<file path="config.mk">
export PLATFORM = sky130hd
export DESIGN_NAME = spart_sdram_loader_flat
export DESIGN_NICKNAME = d
export VERILOG_FILES = /design/src/rtl/spart_sdram_loader_if.sv /design/src/rtl/spart_sdram_loader.sv /design/src/flat_wrapper.sv
export SDC_FILE = /design/constraint.sdc
export NUM_CORES = 1
export LEC_CHECK = 0
export BUFFER_PORTS_ARGS = -buffer_cell sky130_fd_sc_hd__buf_2
export CORE_MARGIN = 4
export CORE_UTILIZATION = 54
export DETAILED_ROUTE_END_ITERATION = 10
export GPL_TIMING_DRIVEN = 0
export PLACE_DENSITY = 0.81
export SLEW_MARGIN = 0
export SYNTH_ARGS = -nofsm -noshare
export SYNTH_HDL_FRONTEND = slang
export SYNTH_SLANG_ARGS = --single-unit
export TNS_END_PERCENT = 10
</file>
<file path="constraint.sdc">
create_clock -name ref_clk -period 3.8 [get_ports ref_clk]
set_clock_uncertainty 0.1 [all_clocks]
set_input_delay 0.38 -clock ref_clk [delete_from_list [all_inputs] [get_ports ref_clk]]
set_output_delay 0.38 -clock ref_clk [all_outputs]
set_load 0.01 [all_outputs]
</file>
<file path="src/rtl/spart_sdram_loader_if.sv">
// ---------------------------------------------------------------------------
// spart_sdram_loader_if
// Bus between the SPART frame loader and the SDRAM controller's spart write
// port: transaction request/grant, frame address window with its load strobe,
// and the per-word write push with its FIFO-full back-pressure.
//   trxn_req   : loader -> controller, held for the whole data phase
//   trxn_grant : controller -> loader, pushes allowed only while high
//   wr_full    : controller -> loader, write FIFO full
//   wr_req     : loader -> controller, one cycle per 16-bit word
//   wr_data    : loader -> controller, word being pushed
//   start_addr : loader -> controller, first word address of the frame
//   end_addr   : loader -> controller, last word address of the frame
//   load_addr  : loader -> controller, 1-cycle strobe for start/end_addr
// Modports: master = loader side, slave = controller side.
// ---------------------------------------------------------------------------
interface spart_sdram_loader_if #(
  parameter int ADDR_W = 25
);
  logic              trxn_req;
  logic              trxn_grant;
  logic              wr_full;
  logic              wr_req;
  logic [15:0]       wr_data;
  logic [ADDR_W-1:0] start_addr;
  logic [ADDR_W-1:0] end_addr;
  logic              load_addr;

  modport master (
    output trxn_req, wr_req, wr_data, start_addr, end_addr, load_addr,
    input  trxn_grant, wr_full
  );

  modport slave (
    input  trxn_req, wr_req, wr_data, start_addr, end_addr, load_addr,
    output trxn_grant, wr_full
  );
endinterface

</file>
<file path="src/rtl/spart_sdram_loader.sv">
// ---------------------------------------------------------------------------
// spart_sdram_loader
// Parses a framed byte stream from the SPART receiver and feeds the SDRAM
// controller's spart write port. Frame layout:
//   4 address bytes (big-endian, truncated to ADDR_W bits)
//   2 word-count bytes N (big-endian)
//   2N data bytes, low byte of each word first
//   optional checksum byte (XOR of every preceding frame byte)
// Ports:
//   ref_clk     : sole clock (spart_ref_clk from the controller)
//   rst_n       : synchronous active-low reset
//   rx_data     : received byte, valid when rx_valid strobes
//   rx_valid    : 1-cycle byte strobe
//   bus         : master side of spart_sdram_loader_if (controller port)
//   busy        : frame in progress
//   done        : 1-cycle pulse when a frame completes
//   err_overrun : sticky, a byte was dropped because a word was still pending
//   err_csum    : sticky, checksum byte mismatch (0 unless checksum enabled)
// Configuration:
//   SPART_LOADER_CSUM_EN defined -> trailing checksum byte is expected and
//   checked in an extra CSUM state. Undefined -> frame ends at the last data
//   byte and err_csum is tied low.
// Assumes WCNT_W <= ADDR_W <= 32.
// ---------------------------------------------------------------------------
module spart_sdram_loader #(
  parameter int ADDR_W = 25,
  parameter int WCNT_W = 16
) (
  input  logic                 ref_clk,
  input  logic                 rst_n,
  input  logic [7:0]           rx_data,
  input  logic                 rx_valid,
  spart_sdram_loader_if.master bus,
  output logic                 busy,
  output logic                 done,
  output logic                 err_overrun,
  output logic                 err_csum
);

  typedef enum logic [2:0] {
    IDLE,
    HDR,
    REQ,
    DATA,
`ifdef SPART_LOADER_CSUM_EN
    CSUM,
`endif
    DONE
  } state_t;

  state_t            state;
  logic [2:0]        hdr_cnt;
  logic [39:0]       hdr_sr;
  logic [WCNT_W-1:0] frame_words;
  logic [WCNT_W-1:0] words_rx;
  logic [WCNT_W-1:0] words_tx;
  logic [7:0]        lo_byte;
  logic              lo_full;
  logic [15:0]       pend_word;
  logic              pend_valid;

  logic              push;
  logic              last_push;
  logic              data_byte;
  logic [ADDR_W-1:0] frame_addr;
  logic [WCNT_W-1:0] hdr_words;

`ifdef SPART_LOADER_CSUM_EN
  logic [7:0]        csum_acc;
  logic              csum_got;
  logic              err_csum_q;
  logic              csum_byte;
`endif

  // When the sixth header byte arrives, the first five sit in hdr_sr
  // (byte 0 in the top octet), so address and count are assembled here.
  assign frame_addr = ADDR_W'(hdr_sr[39:8]);
  assign hdr_words  = WCNT_W'({hdr_sr[7:0], rx_data});

  // The push is qualified combinationally by the live grant/full inputs so
  // wr_req can never appear in a cycle where the controller cannot accept.
  assign push      = (state == DATA) && pend_valid && bus.trxn_grant && !bus.wr_full;
  assign last_push = push && (words_tx == frame_words - WCNT_W'(1));
  assign data_byte = rx_valid && ((state == REQ) || (state == DATA)) &&
                     (words_rx != frame_words);

  assign bus.wr_req  = push;
  assign bus.wr_data = pend_word;

`ifdef SPART_LOADER_CSUM_EN
  // The checksum byte is the first byte after every data word has been
  // assembled, whether or not the last word has been pushed yet.
  assign csum_byte = rx_valid && !csum_got && (words_rx == frame_words) &&
                     ((state == REQ) || (state == DATA) || (state == CSUM));
  assign err_csum  = err_csum_q;
`else
  assign err_csum  = 1'b0;
`endif

  always_ff @(posedge ref_clk) begin
    if (!rst_n) begin
      state          <= IDLE;
      hdr_cnt        <= '0;
      hdr_sr         <= '0;
      frame_words    <= '0;
      words_rx       <= '0;
      words_tx       <= '0;
      lo_byte        <= '0;
      lo_full        <= 1'b0;
      pend_word      <= '0;
      pend_valid     <= 1'b0;
      bus.trxn_req   <= 1'b0;
      bus.start_addr <= '0;
      bus.end_addr   <= '0;
      bus.load_addr  <= 1'b0;
      busy           <= 1'b0;
      done           <= 1'b0;
      err_overrun    <= 1'b0;
`ifdef SPART_LOADER_CSUM_EN
      csum_acc       <= '0;
      csum_got       <= 1'b0;
      err_csum_q     <= 1'b0;
`endif
    end else begin
      bus.load_addr <= 1'b0;
      done          <= 1'b0;

      if (push) begin
        pend_valid <= 1'b0;
        words_tx   <= words_tx + WCNT_W'(1);
      end

      // Word assembly. An odd byte may replace a word that is leaving this
      // very cycle; otherwise a second complete word has nowhere to go and
      // the byte is dropped.
      if (data_byte) begin
        if (!lo_full) begin
          lo_byte <= rx_data;
          lo_full <= 1'b1;
        end else if (!pend_valid || push) begin
          pend_word  <= {rx_data, lo_byte};
          pend_valid <= 1'b1;
          lo_full    <= 1'b0;
          words_rx   <= words_rx + WCNT_W'(1);
        end else begin
          err_overrun <= 1'b1;
        end
      end

`ifdef SPART_LOADER_CSUM_EN
      if (data_byte) begin
        csum_acc <= csum_acc ^ rx_data;
      end
      if (csum_byte) begin
        csum_got <= 1'b1;
        if (rx_data != csum_acc) begin
          err_csum_q <= 1'b1;
        end
      end
`endif

      case (state)
        IDLE: begin
          if (rx_valid) begin
            state       <= HDR;
            hdr_cnt     <= 3'd1;
            hdr_sr      <= {hdr_sr[31:0], rx_data};
            busy        <= 1'b1;
            err_overrun <= 1'b0;
            words_rx    <= '0;
            words_tx    <= '0;
            lo_full     <= 1'b0;
            pend_valid  <= 1'b0;
`ifdef SPART_LOADER_CSUM_EN
            csum_acc    <= rx_data;
            csum_got    <= 1'b0;
            err_csum_q  <= 1'b0;
`endif
          end
        end

        HDR: begin
          if (rx_valid) begin
            hdr_sr  <= {hdr_sr[31:0], rx_data};
            hdr_cnt <= hdr_cnt + 3'd1;
`ifdef SPART_LOADER_CSUM_EN
            csum_acc <= csum_acc ^ rx_data;
`endif
            if (hdr_cnt == 3'd5) begin
              bus.start_addr <= frame_addr;
              bus.end_addr   <= frame_addr + ADDR_W'(hdr_words) - ADDR_W'(1);
              bus.load_addr  <= 1'b1;
              frame_words    <= hdr_words;
              if (hdr_words == '0) begin
                state <= DONE;
                done  <= 1'b1;
              end else begin
                state        <= REQ;
                bus.trxn_req <= 1'b1;
              end
            end
          end
        end

        REQ: begin
          if (bus.trxn_grant) begin
            state <= DATA;
          end
        end

        DATA: begin
          if (last_push) begin
            bus.trxn_req <= 1'b0;
`ifdef SPART_LOADER_CSUM_EN
            state <= CSUM;
`else
            state <= DONE;
            done  <= 1'b1;
`endif
          end
        end

`ifdef SPART_LOADER_CSUM_EN
        CSUM: begin
          if (csum_got) begin
            state <= DONE;
            done  <= 1'b1;
          end
        end
`endif

        DONE: begin
          state <= IDLE;
          busy  <= 1'b0;
        end

        default: state <= IDLE;
      endcase
    end
  end

endmodule

</file>
<file path="src/flat_wrapper.sv">
// flat-port wrapper written by rule: the top's interface ports become plain ports
module spart_sdram_loader_flat 
#(
  parameter int ADDR_W = 25,
  parameter int WCNT_W = 16
)
  (ref_clk, rst_n, rx_data, rx_valid, busy, done, err_overrun, err_csum, bus_trxn_req, bus_wr_req, bus_wr_data, bus_start_addr, bus_end_addr, bus_load_addr, bus_trxn_grant, bus_wr_full);
  spart_sdram_loader_if #(.ADDR_W(ADDR_W)) bus_i ();
  input  logic ref_clk;
  input  logic rst_n;
  input  logic [7:0] rx_data;
  input  logic rx_valid;
  output logic busy;
  output logic done;
  output logic err_overrun;
  output logic err_csum;
  output wire logic [$bits(bus_i.trxn_req)-1:0] bus_trxn_req;
  output wire logic [$bits(bus_i.wr_req)-1:0] bus_wr_req;
  output wire logic [$bits(bus_i.wr_data)-1:0] bus_wr_data;
  output wire logic [$bits(bus_i.start_addr)-1:0] bus_start_addr;
  output wire logic [$bits(bus_i.end_addr)-1:0] bus_end_addr;
  output wire logic [$bits(bus_i.load_addr)-1:0] bus_load_addr;
  input wire logic [$bits(bus_i.trxn_grant)-1:0] bus_trxn_grant;
  input wire logic [$bits(bus_i.wr_full)-1:0] bus_wr_full;
  assign bus_trxn_req = bus_i.trxn_req;
  assign bus_wr_req = bus_i.wr_req;
  assign bus_wr_data = bus_i.wr_data;
  assign bus_start_addr = bus_i.start_addr;
  assign bus_end_addr = bus_i.end_addr;
  assign bus_load_addr = bus_i.load_addr;
  assign bus_i.trxn_grant = bus_trxn_grant;
  assign bus_i.wr_full = bus_wr_full;
  spart_sdram_loader #(.ADDR_W(ADDR_W), .WCNT_W(WCNT_W)) u_core (.ref_clk(ref_clk), .rst_n(rst_n), .rx_data(rx_data), .rx_valid(rx_valid), .bus(bus_i), .busy(busy), .done(done), .err_overrun(err_overrun), .err_csum(err_csum));
endmodule
</file>
### Word level (Yosys, flattened, before mapping)

Cells that the tools add are included.

| word-level totals | value |
|---|---|
| register bits | 168 |
| latch bits | 0 |
| bits in writable memories | 0 |
| bits in read-only memories | 0 |
| bits of input ports | 13 |
| output and inout port bits | 73 |
| logic and storage cells | 108 |
| memories | 0 |

| operators by class | value |
|---|---|
| $add $sub $neg | 6 |
| multipliers | 0 |
| div/mod/pow operators | 0 |
| magnitude comparators | 0 |
| equal/unequal tests | 13 |
| shift operators | 0 |
| mux-type cells | 46 |
| bitwise operators | 1 |
| reduce and logical (&&, ||, !) cells | 25 |

Operator list:

| kind | count |
|---|---|
| $mux 16 | 8 |
| $add 16x1->16 const B | 2 |
| $mux 1 | 26 |
| $add 25x16->25 | 1 |
| $sub 25x1->25 const B | 1 |
| $mux 3 | 7 |
| $eq 16x16->1 | 1 |
| $logic_not 16->1 | 1 |
| $ne 16x16->1 | 1 |
| $sub 16x1->16 const B | 1 |
| $pmux 3 s4 | 1 |
| $reduce_and 3->1 | 4 |
| $reduce_and 5->1 | 2 |
| $ne 2x2->1 const B | 4 |
| $eq 3x2->1 const B | 2 |
| $eq 3x3->1 const B | 2 |
| $logic_and 1x1->1 | 6 |
| $pmux 1 s2 | 3 |
| $pmux 3 s2 | 1 |
| $reduce_and 2->1 | 3 |
| $reduce_bool 2->1 | 3 |
| $ne 2x1->1 const B | 2 |
| $add 3x1->3 const B | 1 |
| $eq 3x1->1 const B | 1 |
| other kinds (5) | 7 |

### Logic depth before layout (Yosys ltp)

Gate-level depths: netlist of the first run.

| depth | value |
|---|---|
| depth in word-level cells | 10 |
| depth in mapped cells | 12 |
| mapped depth without buffers | 12 |

### Least setup slack after synthesis of the first run

No wires, ideal clock.

| path | value |
|---|---|
| path type | input-to-reg |
| from | in rx_data[1] |
| to | reg u_core.bus.end_addr[17] |
| arrival | 2.681 ns |
| setup slack | 0.897 ns |
| stages | 12 |
| path through | inv_1 ha_1 inv_1 ha_1 inv_1 fa_1 nor2b_1 o2111ai_1 a211oi_1 nor2_1 o2111a_1 a221o_1 |

| on the way | value |
|---|---|
| longest elaborated chain between the ends | 2 |

Ends and longest elaborated chain:

| what | RTL line | text |
|---|---|---|
| start: declaration | flat_wrapper.sv:11 | `input logic [7:0] rx_data;` |
| $add 25x16->25 | spart_sdram_loader.sv:191 | `bus.end_addr <= frame_addr + ADDR_W'(hdr_words) - ADDR_W'(1);` |
| $sub 25x1->25 | spart_sdram_loader.sv:191 |  |
| end signal: assignment | spart_sdram_loader.sv:191 |  |
| end: declaration | spart_sdram_loader_if.sv:29 | `output trxn_req, wr_req, wr_data, start_addr, end_addr, load_addr,` |

Every way passes these cells.
A chain may end at the register's enable or synchronous reset.

### Worst setup path after layout of the first run

| path | value |
|---|---|
| from | reg u_core.hdr_sr[9] |
| to | reg u_core.bus.end_addr[17] |

| on the way | value |
|---|---|
| longest elaborated chain between the ends | 2 |

Ends and longest elaborated chain:

| what | RTL line | text |
|---|---|---|
| start: declaration | spart_sdram_loader.sv:53 | `logic [39:0] hdr_sr;` |
| start signal: assignment | spart_sdram_loader.sv:167 | `hdr_sr <= {hdr_sr[31:0], rx_data};` |
| start signal: assignment | spart_sdram_loader.sv:184 | `hdr_sr <= {hdr_sr[31:0], rx_data};` |
| $add 25x16->25 | spart_sdram_loader.sv:191 |  |
| $sub 25x1->25 | spart_sdram_loader.sv:191 |  |

Every way passes these cells.

==> flow_summary.json, run 1 <==
{
  "worstSetupStartpointType": "flop",
  "cp_data_required_time_ps": 4020,
  "fmax_mhz": 274,
  "cp_common_cell": "inv_1",
  "hold_viol_final": 0,
  "grt_max_degree": 17,
  "max_slew.worst_pin.slew_ps": 998,
  "slew_headroom": 0.331,
  "area.growth.synth_to_final_pct": 14.5,
  "pre_cts_ws_ps": 162,
  "worstReg2RegStart": "u_core.hdr_sr[9]",
  "path_clk_slew_ps": 70,
  "ys.warnings.count": 0,
  "placementRows": 46,
  "min_period_over_period": 0.961,
  "synth_edf_count": 0,
  "clock_sinks": 168,
  "postRouteAntennaNets": 0,
  "fp.dieArea_mm2": 0.0184,
  "run_status": "finished clean",
  "critPathSlowestCell": "a211oi_1",
  "port_buffers": 84,
  "insertion_delay_ps": 430,
  "cts_hold_buf": 0,
  "cts_buffers": 17,
  "cts_buffer_depth": 2,
  "path_cells": "inv_1, ha_1, inv_1, ha_1, inv_1, fa_1, nor2b_1, o2111ai_1, a211oi_1, nor2_1, o2111a_1, a221o_1",
  "synthAdderAreaFrac": 0.0649,
  "cp.buffers_inverters": 3,
  "final_cell_mix": "207 x nand2_1, 168 x dfxtp_1, 112 x a21oi_1",
  "hold_ws_ps": 168,
  "p_per_area_mw_per_mm2": 417,
  "pin_count": 86,
  "first_pass_iters": 5,
  "cts_tree": "yes",
  "ys_seq_elements": 168,
  "cts_max_level": 4,
  "drive_gt1_frac": 0.108,
  "maxCapViolCount": 0,
  "grt.overflow.total": 0,
  "tns_ps": 0,
  "synthCells": 1107,
  "crit_fanout": 5,
  "layout.nets": 1268,
  "via_per_inst": 5.85,
  "critPathCaptureType": "flop",
  "dr_total_vias": 8412,
  "cts_root_buffer": "clkbuf_16",
  "grt_pass1_wl_mm": 38.9,
  "ys.flop_type": "dfxtp_1",
  "cts_resized": 0,
  "min_period_ps": 3650,
  "chipHeight_um": 136,
  "drt-initial-drc-count": 818,
  "fin_ws_ps": 149,
  "rsz0062_at_grt": "false",
  "yosys.area_share.xor_xnor": 0.0548,
  "wirelength_mm": 24.4,
  "synth_top_family_by_area": "simple AND/OR/NAND/NOR gates",
  "postSynthAreaPerCell_um2": 7.94,
  "dp_hpwl_mm": 17.5,
  "synth_compound_area_frac": 0.167,
  "cpPeakStageDelay_ps": 740,
  "worstHoldStart": "rx_data[1]",
  "cp.arrival_ps": 3870,
  "syn_area_mm2": 0.00879,
  "synth_cell_types": 77,
  "setup_viol": 0,
  "grt_pass1_vias": 7766,
  "globalplace.congestion": 0.955,
  "num_antenna_cells": 0,
  "synthMuxAreaShare": 0.0377,
  "synth_nets": 1165,
  "chipWidth_um": 136,
  "ys_seq_area_frac": 0.383,
  "synthArstFlopShare": 0,
  "peakVddDrop_uv": 353,
  "initial_core_util": 0.551,
  "crit_type": "reg2reg",
  "antenna_found_initial": 0,
  "power_leakage_nw": 4.17,
  "final_common_cell": "nand2_1",
  "hold_class": "in2reg",
  "crit_family": "compound AO/OA/AOI/OAI gates",
  "post-cts-setup-buffer-count": 0,
  "coreArea_mm2": 0.0159,
  "synthSimpleGateAreaFrac": 0.226,
  "wl_per_cell_um": 16.9,
  "drc": 0,
  "slew_viol_final": 0,
  "track_usage": 0.265,
  "setup.worst_path.start": "u_core.hdr_sr[9]"
}
## logic make-up after synthesis
| group | count (synthesis) |
|---|---|
| buffers and inverters | 150 |
| xor gates and xnor gates | 55 |
| and+or+nand+nor | 425 |
| adders and majority gates | 45 |
| AOI/OAI and AO/OA | 230 |
| DFF | 168 |
| muxes | 33 |
| other | 1 |
## cell usage after synthesis, types with 3 or more instances
| library cell | count | area share |
|---|---|---|
| or3_1 | 14 | 0.010 |
| nand3b_1 | 6 | 0.0051 |
| a21oi_1 | 112 | 0.064 |
| o21ai_1 | 13 | 0.0074 |
| dfxtp_1 | 168 | 0.38 |
| nand4b_1 | 3 | 0.0030 |
| clkbuf_1 | 55 | 0.023 |
| o21ai_0 | 8 | 0.0046 |
| a211oi_1 | 13 | 0.011 |
| nor2_1 | 71 | 0.030 |
| a21o_1 | 10 | 0.0085 |
| nor3_1 | 16 | 0.0091 |
| a41o_1 | 3 | 0.0034 |
| buf_1 | 3 | 0.0013 |
| nor2b_1 | 3 | 0.0021 |
| and3_1 | 19 | 0.014 |
| a31oi_1 | 7 | 0.0050 |
| nand4_1 | 23 | 0.016 |
| buf_4 | 3 | 0.0026 |
| o311ai_1 | 4 | 0.0040 |
| mux2i_1 | 32 | 0.036 |
| o21a_1 | 9 | 0.0077 |
| nor3b_1 | 4 | 0.0034 |
| nand3_1 | 24 | 0.014 |
| and4_1 | 4 | 0.0040 |
| o22ai_1 | 3 | 0.0021 |
| ha_1 | 44 | 0.063 |
| nand2b_1 | 10 | 0.0071 |
| nand2_1 | 207 | 0.088 |
| xnor2_1 | 37 | 0.037 |
| o211a_1 | 3 | 0.0034 |
| o2111ai_1 | 4 | 0.0040 |
| nor4_1 | 7 | 0.0050 |
| inv_1 | 85 | 0.036 |
| a2111oi_0 | 3 | 0.0030 |
| xor2_1 | 18 | 0.018 |
| o211ai_1 | 7 | 0.0060 |
## sequential cells by signal (all words and copies together) (netlist names), named ones only
signal / cells
u_core.hdr_cnt: 3
u_core.hdr_sr: 33
u_core.bus.end_addr: 25
u_core.busy: 1
u_core.pend_valid: 1
u_core.lo_byte: 8
u_core.words_rx: 16
u_core.bus.load_addr: 1
u_core.frame_words: 16
u_core.bus.start_addr: 25
u_core.bus.wr_data: 16
u_core.state: 3
u_core.done: 1
u_core.words_tx: 16
u_core.err_overrun: 1
u_core.bus.trxn_req: 1
## stage by stage
stage	cells	power (mW)	area (um^2)	util
final	1439	4.20	10100	0.632
after CTS	1439	4.19	10100	0.632
after global routing	1439	4.35	10100	0.632
after global placement	1407	2.47	9480	0.595
after floorplan	1107	2.31	8790	-
after detailed placement	1407	2.48	9480	0.595
## final cells by class
class | instances | area, um^2
Inverter | 87 | 327
Clock inverter | 14 | 148
Multi-Input combinational cell | 789 | 4840
Sequential cell | 168 | 3360
Clock buffer | 18 | 439
Timing Repair Buffer | 84 | 420
Fill cell | 1379 | 5870
Tap cell | 216 | 270
Buffer | 63 | 256
## worst register-to-register path: stages, from the launching register on
cell and delay, ps:
dfxtp_1 400, inv_1 70, ha_1 280, inv_1 70, ha_1 170, inv_1 60
fa_1 410, nor2b_1 190, o2111ai_1 260, a211oi_1 740, nor2_1 220, o2111a_1 320
a221o_1 250
## worst paths after layout
path | end | slack (ps) | cells after the start
setup reg to reg | u_core.bus.end_addr[17] | 150 | 12
hold / removal | u_core.hdr_sr[1] | 170 | 3
hold reg to reg | u_core.bus.start_addr[10] | 350 | 2
setup / recovery | u_core.bus.end_addr[17] | 150 | 12
## per-layer routing
metal  global-route usage  vias up  wire length (um)
li1                     -     4024                 -
met1                0.361     3987             10500
met2                0.424      357             11300
met3               0.0527       44              2080
met4               0.0873        0               519
met5                    0        -                 0
## power by group
part           internal [mW]  switching [mW]
combinational          0.216           0.432
sequential              1.79          0.0393
clock                  0.988           0.736
total                   2.99            1.21
(Power assumes the default switching activity.)
==> run 2: changes to the inputs <==
--- a/config.mk
+++ b/config.mk
@@ -7,10 +7,10 @@
 export LEC_CHECK = 0
 export BUFFER_PORTS_ARGS = -buffer_cell sky130_fd_sc_hd__buf_2
 export CORE_MARGIN = 4
-export CORE_UTILIZATION = 54
+export CORE_UTILIZATION = 60
 export DETAILED_ROUTE_END_ITERATION = 10
 export GPL_TIMING_DRIVEN = 0
-export PLACE_DENSITY = 0.81
+export PLACE_DENSITY = 0.88
 export SLEW_MARGIN = 0
 export SYNTH_ARGS = -nofsm -noshare
 export SYNTH_HDL_FRONTEND = slang
==> run 2 against run 1 <==
Against the previous run:
- die area is 9.4% lower
- first-iteration DRC count up 12%
- critical path depth did not move
- worst hold slack lost 13 ps
- combinational power about the same
- non-clock buffer count stayed put
- via count rose by 1.4%
- fmax grew 4.3%
- clock-buffer cell count increased by 2
- largest cell class unchanged
==> flow_summary.json, run 2 (synthesis results as in run 1) <==
{
  "run_status": "finished clean",
  "slew_viol_final": 0,
  "wirelength_mm": 24.3,
  "initial_core_util": 0.624,
  "min_period_over_period": 0.921,
  "peakVddDrop_uv": 310,
  "fp.dieArea_mm2": 0.0167,
  "num_antenna_cells": 0,
  "cp_data_required_time_ps": 4020,
  "area.growth.synth_to_final_pct": 13.7,
  "chipWidth_um": 129,
  "final_common_cell": "nand2_1",
  "placed_area_mm2": 0.00944,
  "antenna_found_initial": 0,
  "worstSetupStartpointType": "flop",
  "cts_root_buffer": "clkbuf_16",
  "cts_buffers": 17,
  "cts_buffer_depth": 2,
  "p_comb_frac": 0.155,
  "place_inst": 1371,
  "tns_ps": 0,
  "final_cell_mix": "207 x nand2_1, 168 x dfxtp_1, 112 x a21oi_1",
  "path_clk_slew_ps": 60,
  "coreArea_mm2": 0.0141,
  "cts_tree": "yes",
  "p_switching_mw": 1.18,
  "top_regs": "u_core.hdr_sr (33), u_core.bus.end_addr (25), u_core.bus.start_addr (25)",
  "insertion_delay_ps": 430,
  "critPathCaptureType": "flop",
  "seqPwrFrac": 0.441,
  "first_pass_iters": 6,
  "pwr-share-clk": 0.404,
  "min_period_ps": 3500,
  "fin_area_mm2": 0.0100,
  "cp.arrival_ps": 3720,
  "total_power_mw": 4.15,
  "slew_headroom": 0.324,
  "power.internal_mw": 2.97,
  "fmax_mhz": 286,
  "grt_pass1_wl_mm": 39.0,
  "swShare": 0.285,
  "globalplace.congestion": 0.968,
  "rsz0062_at_grt": "false",
  "power_leakage_nw": 4.16,
  "chipHeight_um": 129,
  "wl_per_cell_um": 17.3,
  "grt_pass1_vias": 7701,
  "pin_count": 86,
  "routed.top_layer": "met4",
  "hold_ws_ps": 155,
  "via_per_inst": 6.09,
  "finalNonFillerCells": 1402,
  "layout.nets": 1268,
  "drive_gt1_frac": 0.105,
  "setup_viol": 0,
  "grt.overflow.total": 0,
  "largest_reg_flops": 33,
  "hold_viol_final": 0,
  "crit_type": "reg2reg",
  "dp_hpwl_mm": 17.4,
  "port_buffers": 84,
  "drc": 0,
  "dr_wl_met3_mm": 2.22,
  "postRouteAntennaNets": 0,
  "p_per_area_mw_per_mm2": 415,
  "top_register": "u_core.hdr_sr",
  "placementRows": 43,
  "dr_total_vias": 8533,
  "cts_resized": 0,
  "clock_sinks": 168,
  "cts_hold_buf": 0,
  "track_usage": 0.294,
  "wl_met1_mm": 10.2,
  "crit_fanout": 5,
  "hold_class": "in2reg",
  "met2_length_mm": 11.2,
  "cts_max_level": 4,
  "grt_max_degree": 17,
  "max_slew.worst_pin.slew_ps": 1010,
  "post-cts-setup-buffer-count": 0,
  "maxCapViolCount": 0,
  "drt-initial-drc-count": 919
}
run 2: cell types whose count changed in the layout (fill, tap and decap cells not counted), sizes merged:
cell	previous run	this run
inv	90	88
clkbuf	73	75
clkinv	5	6
clkinvlp	4	2
run 2: final cells by class:
| type | count | area [um^2] |
|---|---|---|
| Sequential cell | 168 | 3360 |
| Tap cell | 180 | 225 |
| Fill cell | 1118 | 4100 |
| Clock inverter | 11 | 125 |
| Inverter | 87 | 327 |
| Timing Repair Buffer | 84 | 420 |
| Buffer | 63 | 256 |
| Multi-Input combinational cell | 789 | 4840 |
| Clock buffer | 20 | 437 |
run 2: worst paths after layout:
check                                                from                         to  slack [ps]  cells after the start
worst max-delay path                     u_core.hdr_sr[9]    u_core.bus.end_addr[17]         300                     12
worst min-delay path                           rx_data[0]           u_core.hdr_sr[0]         160                      3
worst max register to register           u_core.hdr_sr[9]    u_core.bus.end_addr[17]         300                     12
worst min register to register  u_core.bus.start_addr[21]  u_core.bus.start_addr[21]         350                      2
run 2: power groups by stage:
stage / registers, mW / clock network, mW / logic (mW)
5_1_grt: 1.83 / 1.77 / 0.699
2_1_floorplan: 1.85 / 0 / 0.464
6_report: 1.83 / 1.68 / 0.645
3_3_place_gp: 1.86 / 0 / 0.603
4_1_cts: 1.83 / 1.69 / 0.626
3_5_place_dp: 1.87 / 0 / 0.618
run 2: metal layers:
| metal | vias up | track usage |
|---|---|---|
| li1 | 4020 | - |
| met1 | 4001 | 0.401 |
| met2 | 442 | 0.475 |
| met3 | 70 | 0.0462 |
| met4 | 0 | 0.104 |
| met5 | - | 0 |
run 2: per-stage QoR:
step / util / worst slack, ps
3_5_place_dp: 0.669 / 224
4_1_cts: 0.709 / 382
3_3_place_gp: 0.669 / 239
5_1_grt: 0.709 / 125
6_report: 0.709 / 299
2_1_floorplan: - / 897
run 2: critical path: stages, from the launching register on:
cell,delay [ps]
dfxtp_1,420
inv_1,70
ha_1,270
inv_1,60
ha_1,160
inv_1,50
fa_1,390
nor2b_1,170
o2111ai_1,260
a211oi_1,680
nor2_1,220
o2111a_1,290
a221o_1,250
==> run 3: changes to the inputs <==
--- a/config.mk
+++ b/config.mk
@@ -5,6 +5,7 @@
 export SDC_FILE = /design/constraint.sdc
 export NUM_CORES = 1
 export LEC_CHECK = 0
+export ABC_AREA = 1
 export BUFFER_PORTS_ARGS = -buffer_cell sky130_fd_sc_hd__buf_2
 export CORE_MARGIN = 4
 export CORE_UTILIZATION = 60
==> run 3 against run 2 <==
Against the previous run:
- power rose by 67%
- final area rose by 2.7%
- critical endpoint is now u_core.bus.end_addr[15]
- critical path depth rose by 2
- routed wire length rose by 5.2%
- clock power barely moved
- via count rose by 6.9%
- largest cell class unchanged
- die area rose by 2.8%
- flip-flop and latch count did not move
- first-iteration DRC count fell by 4.9%
- clock-buffer cell count fell by 1
- fmax rose by 9.9%
==> flow_summary.json, run 3 <==
{
  "chipWidth_um": 131,
  "cts_buffer_depth": 2,
  "peakVddDrop_uv": 456,
  "ys_seq_area_frac": 0.371,
  "placementRows": 44,
  "worstHoldStart": "rx_data[4]",
  "hold_ws_ps": 148,
  "synth_area_leaders": "dfxtp_1 37%, nand2_1 9.0%, a21oi_1 8.2%, inv_1 7.9%, o21ai_0 6.7%",
  "top_regs": "u_core.hdr_sr (33), u_core.bus.end_addr (25), u_core.bus.start_addr (25)",
  "crit_fanout": 4,
  "cts_hold_buf": 0,
  "slew_viol_final": 0,
  "insertion_delay_ps": 440,
  "cts_max_level": 4,
  "grt_use_met1": 0.414,
  "coreArea_mm2": 0.0146,
  "final_common_cell": "nand2_1",
  "grt_pass1_vias": 8383,
  "drc": 0,
  "globalplace.congestion": 0.967,
  "rsz0062_at_grt": "false",
  "netlist.area_leader.share": 0.371,
  "hold_viol_final": 0,
  "setup.worst_path.start": "u_core.hdr_sr[9]",
  "maxCapViolCount": 0,
  "synthCells": 1290,
  "ys_seq_elements": 168,
  "min_period_ps": 3190,
  "yosysTopAreaCell": "dfxtp_1",
  "track_usage": 0.306,
  "initial_core_util": 0.619,
  "yosysMostFrequentCell": "nand2_1",
  "pin_count": 86,
  "synthArstFlopShare": 0,
  "worst_r2r_path_depth": 14,
  "min_period_over_period": 0.838,
  "wirelength_mm": 25.6,
  "path_clk_slew_ps": 70,
  "drt-initial-drc-count": 874,
  "area.growth.synth_to_final_pct": 13.4,
  "run_status": "finished clean",
  "final_cell_mix": "217 x nand2_1, 190 x inv_1, 168 x dfxtp_1",
  "power_leakage_nw": 4.84,
  "slew_headroom": 0.495,
  "grt_pass1_wl_mm": 41.5,
  "use_met3": 0.0630,
  "fp.dieArea_mm2": 0.0171,
  "max_slew.worst_pin.slew_ps": 750,
  "wl_per_cell_um": 16.1,
  "cp_data_required_time_ps": 4080,
  "antenna_found_initial": 0,
  "postSynthAreaPerCell_um2": 7.02,
  "setup_viol": 0,
  "worstReg2RegStart": "u_core.hdr_sr[9]",
  "yosys-top-cells-count": "217 x nand2_1, 190 x inv_1, 168 x dfxtp_1",
  "crit_type": "reg2reg",
  "cts_root_buffer": "clkbuf_16",
  "largest_reg_flops": 33,
  "cts_tree": "yes",
  "first_pass_iters": 5,
  "syn_area_mm2": 0.00906,
  "hold_class": "in2reg",
  "final_core_util": 0.701,
  "total_power_mw": 6.91,
  "grt.overflow.total": 0,
  "postRouteAntennaNets": 0,
  "layout.nets": 1451,
  "chipHeight_um": 131,
  "synth_nets": 1348,
  "critPathCaptureType": "flop",
  "worstSetupStartpointType": "flop",
  "port_buffers": 84,
  "use_met2": 0.490,
  "cts_resized": 0,
  "grt_max_degree": 17,
  "ys.flop_type": "dfxtp_1",
  "p_per_area_mw_per_mm2": 673,
  "tns_ps": 0,
  "via_per_inst": 5.74,
  "num_antenna_cells": 0,
  "gr-max-usage-layer": "met2",
  "dp_hpwl_mm": 19.6,
  "dr_total_vias": 9121,
  "fmax_mhz": 314,
  "synth_edf_count": 0,
  "cp.arrival_ps": 3460,
  "top_register": "u_core.hdr_sr",
  "cts_buffers": 17,
  "ys.warnings.count": 0,
  "drive_gt1_frac": 0.125,
  "clock_sinks": 168,
  "whs_path_depth": 3,
  "synth_cell_types": 52,
  "post-cts-setup-buffer-count": 0
}
## run 3: cell count changes in the layout (fill, tap and decap cells not counted), sizes merged, moves of 14 or more
cell and change:
inv +115, or3 -14, a21oi +37, o21ai +105
xnor2 -25, mux2i -32, clkbuf -30, nor2 +43
nand3 +54, nand2 +15, and3 -18
## run 3: kinds of logic after synthesis
kind of cell,after synthesis,share of synthesized area
AOI/OAI and AO/OA,322,0.191
xor gates and xnor gates,30,0.0290
adders and majority gates,45,0.0630
buffers and inverters,243,0.105
DFF,168,0.371
other,1,0.000414
and+or+nand+nor,481,0.241
## run 3: critical path, cell delays in order, from the launching register on
cell	delay (ps)
dfxtp_1	340
inv_1	90
ha_1	280
inv_1	60
ha_1	170
inv_1	90
fa_1	410
o21ai_0	630
nand2_1	110
nand2_1	190
a21oi_1	130
or2_2	280
nand3_1	80
o211ai_1	90
inv_1	80
## run 3: metal layers
layer | vias up | wire [um]
met5 | - | 0
met2 | 403 | 11700
met1 | 4204 | 11100
met4 | 0 | 624
li1 | 4456 | -
met3 | 58 | 2140
## run 3: power breakdown
part | switching, mW | total [mW] | internal (mW) | leakage, nW
clock | 0.776 | 1.66 | 0.888 | 0.271
sequential | 0.0958 | 2.02 | 1.92 | 1.36
combinational | 2.14 | 3.23 | 1.09 | 3.21
total | 3.01 | 6.91 | 3.90 | 4.84
## run 3: per-stage QoR
| step | instances | worst slack (ps) | instance area, um^2 |
|---|---|---|---|
| floorplan | 1290 | 1170 | 9060 |
| global placement | 1558 | 502 | 9710 |
| detailed placement | 1558 | 441 | 9710 |
| CTS | 1589 | 629 | 10300 |
| global route | 1589 | 401 | 10300 |
| finish | 1589 | 614 | 10300 |
## run 3: worst paths after layout
path | endpoint | slack, ps
setup / recovery | u_core.bus.end_addr[15] | 610
hold / removal | u_core.lo_byte[4] | 150
setup reg to reg | u_core.bus.end_addr[15] | 610
hold reg to reg | u_core.bus.trxn_req | 350
## run 3: layout make-up
| type | instances | area, um^2 |
|---|---|---|
| well taps | 184 | 230 |
| repair buffers | 84 | 420 |
| flip-flops and latches | 168 | 3360 |
| fillers | 1238 | 4380 |
| inverters | 198 | 746 |
| clock inverters | 12 | 108 |
| multi-input cells | 879 | 4750 |
| clock buffers | 19 | 453 |
| plain buffers | 45 | 201 |
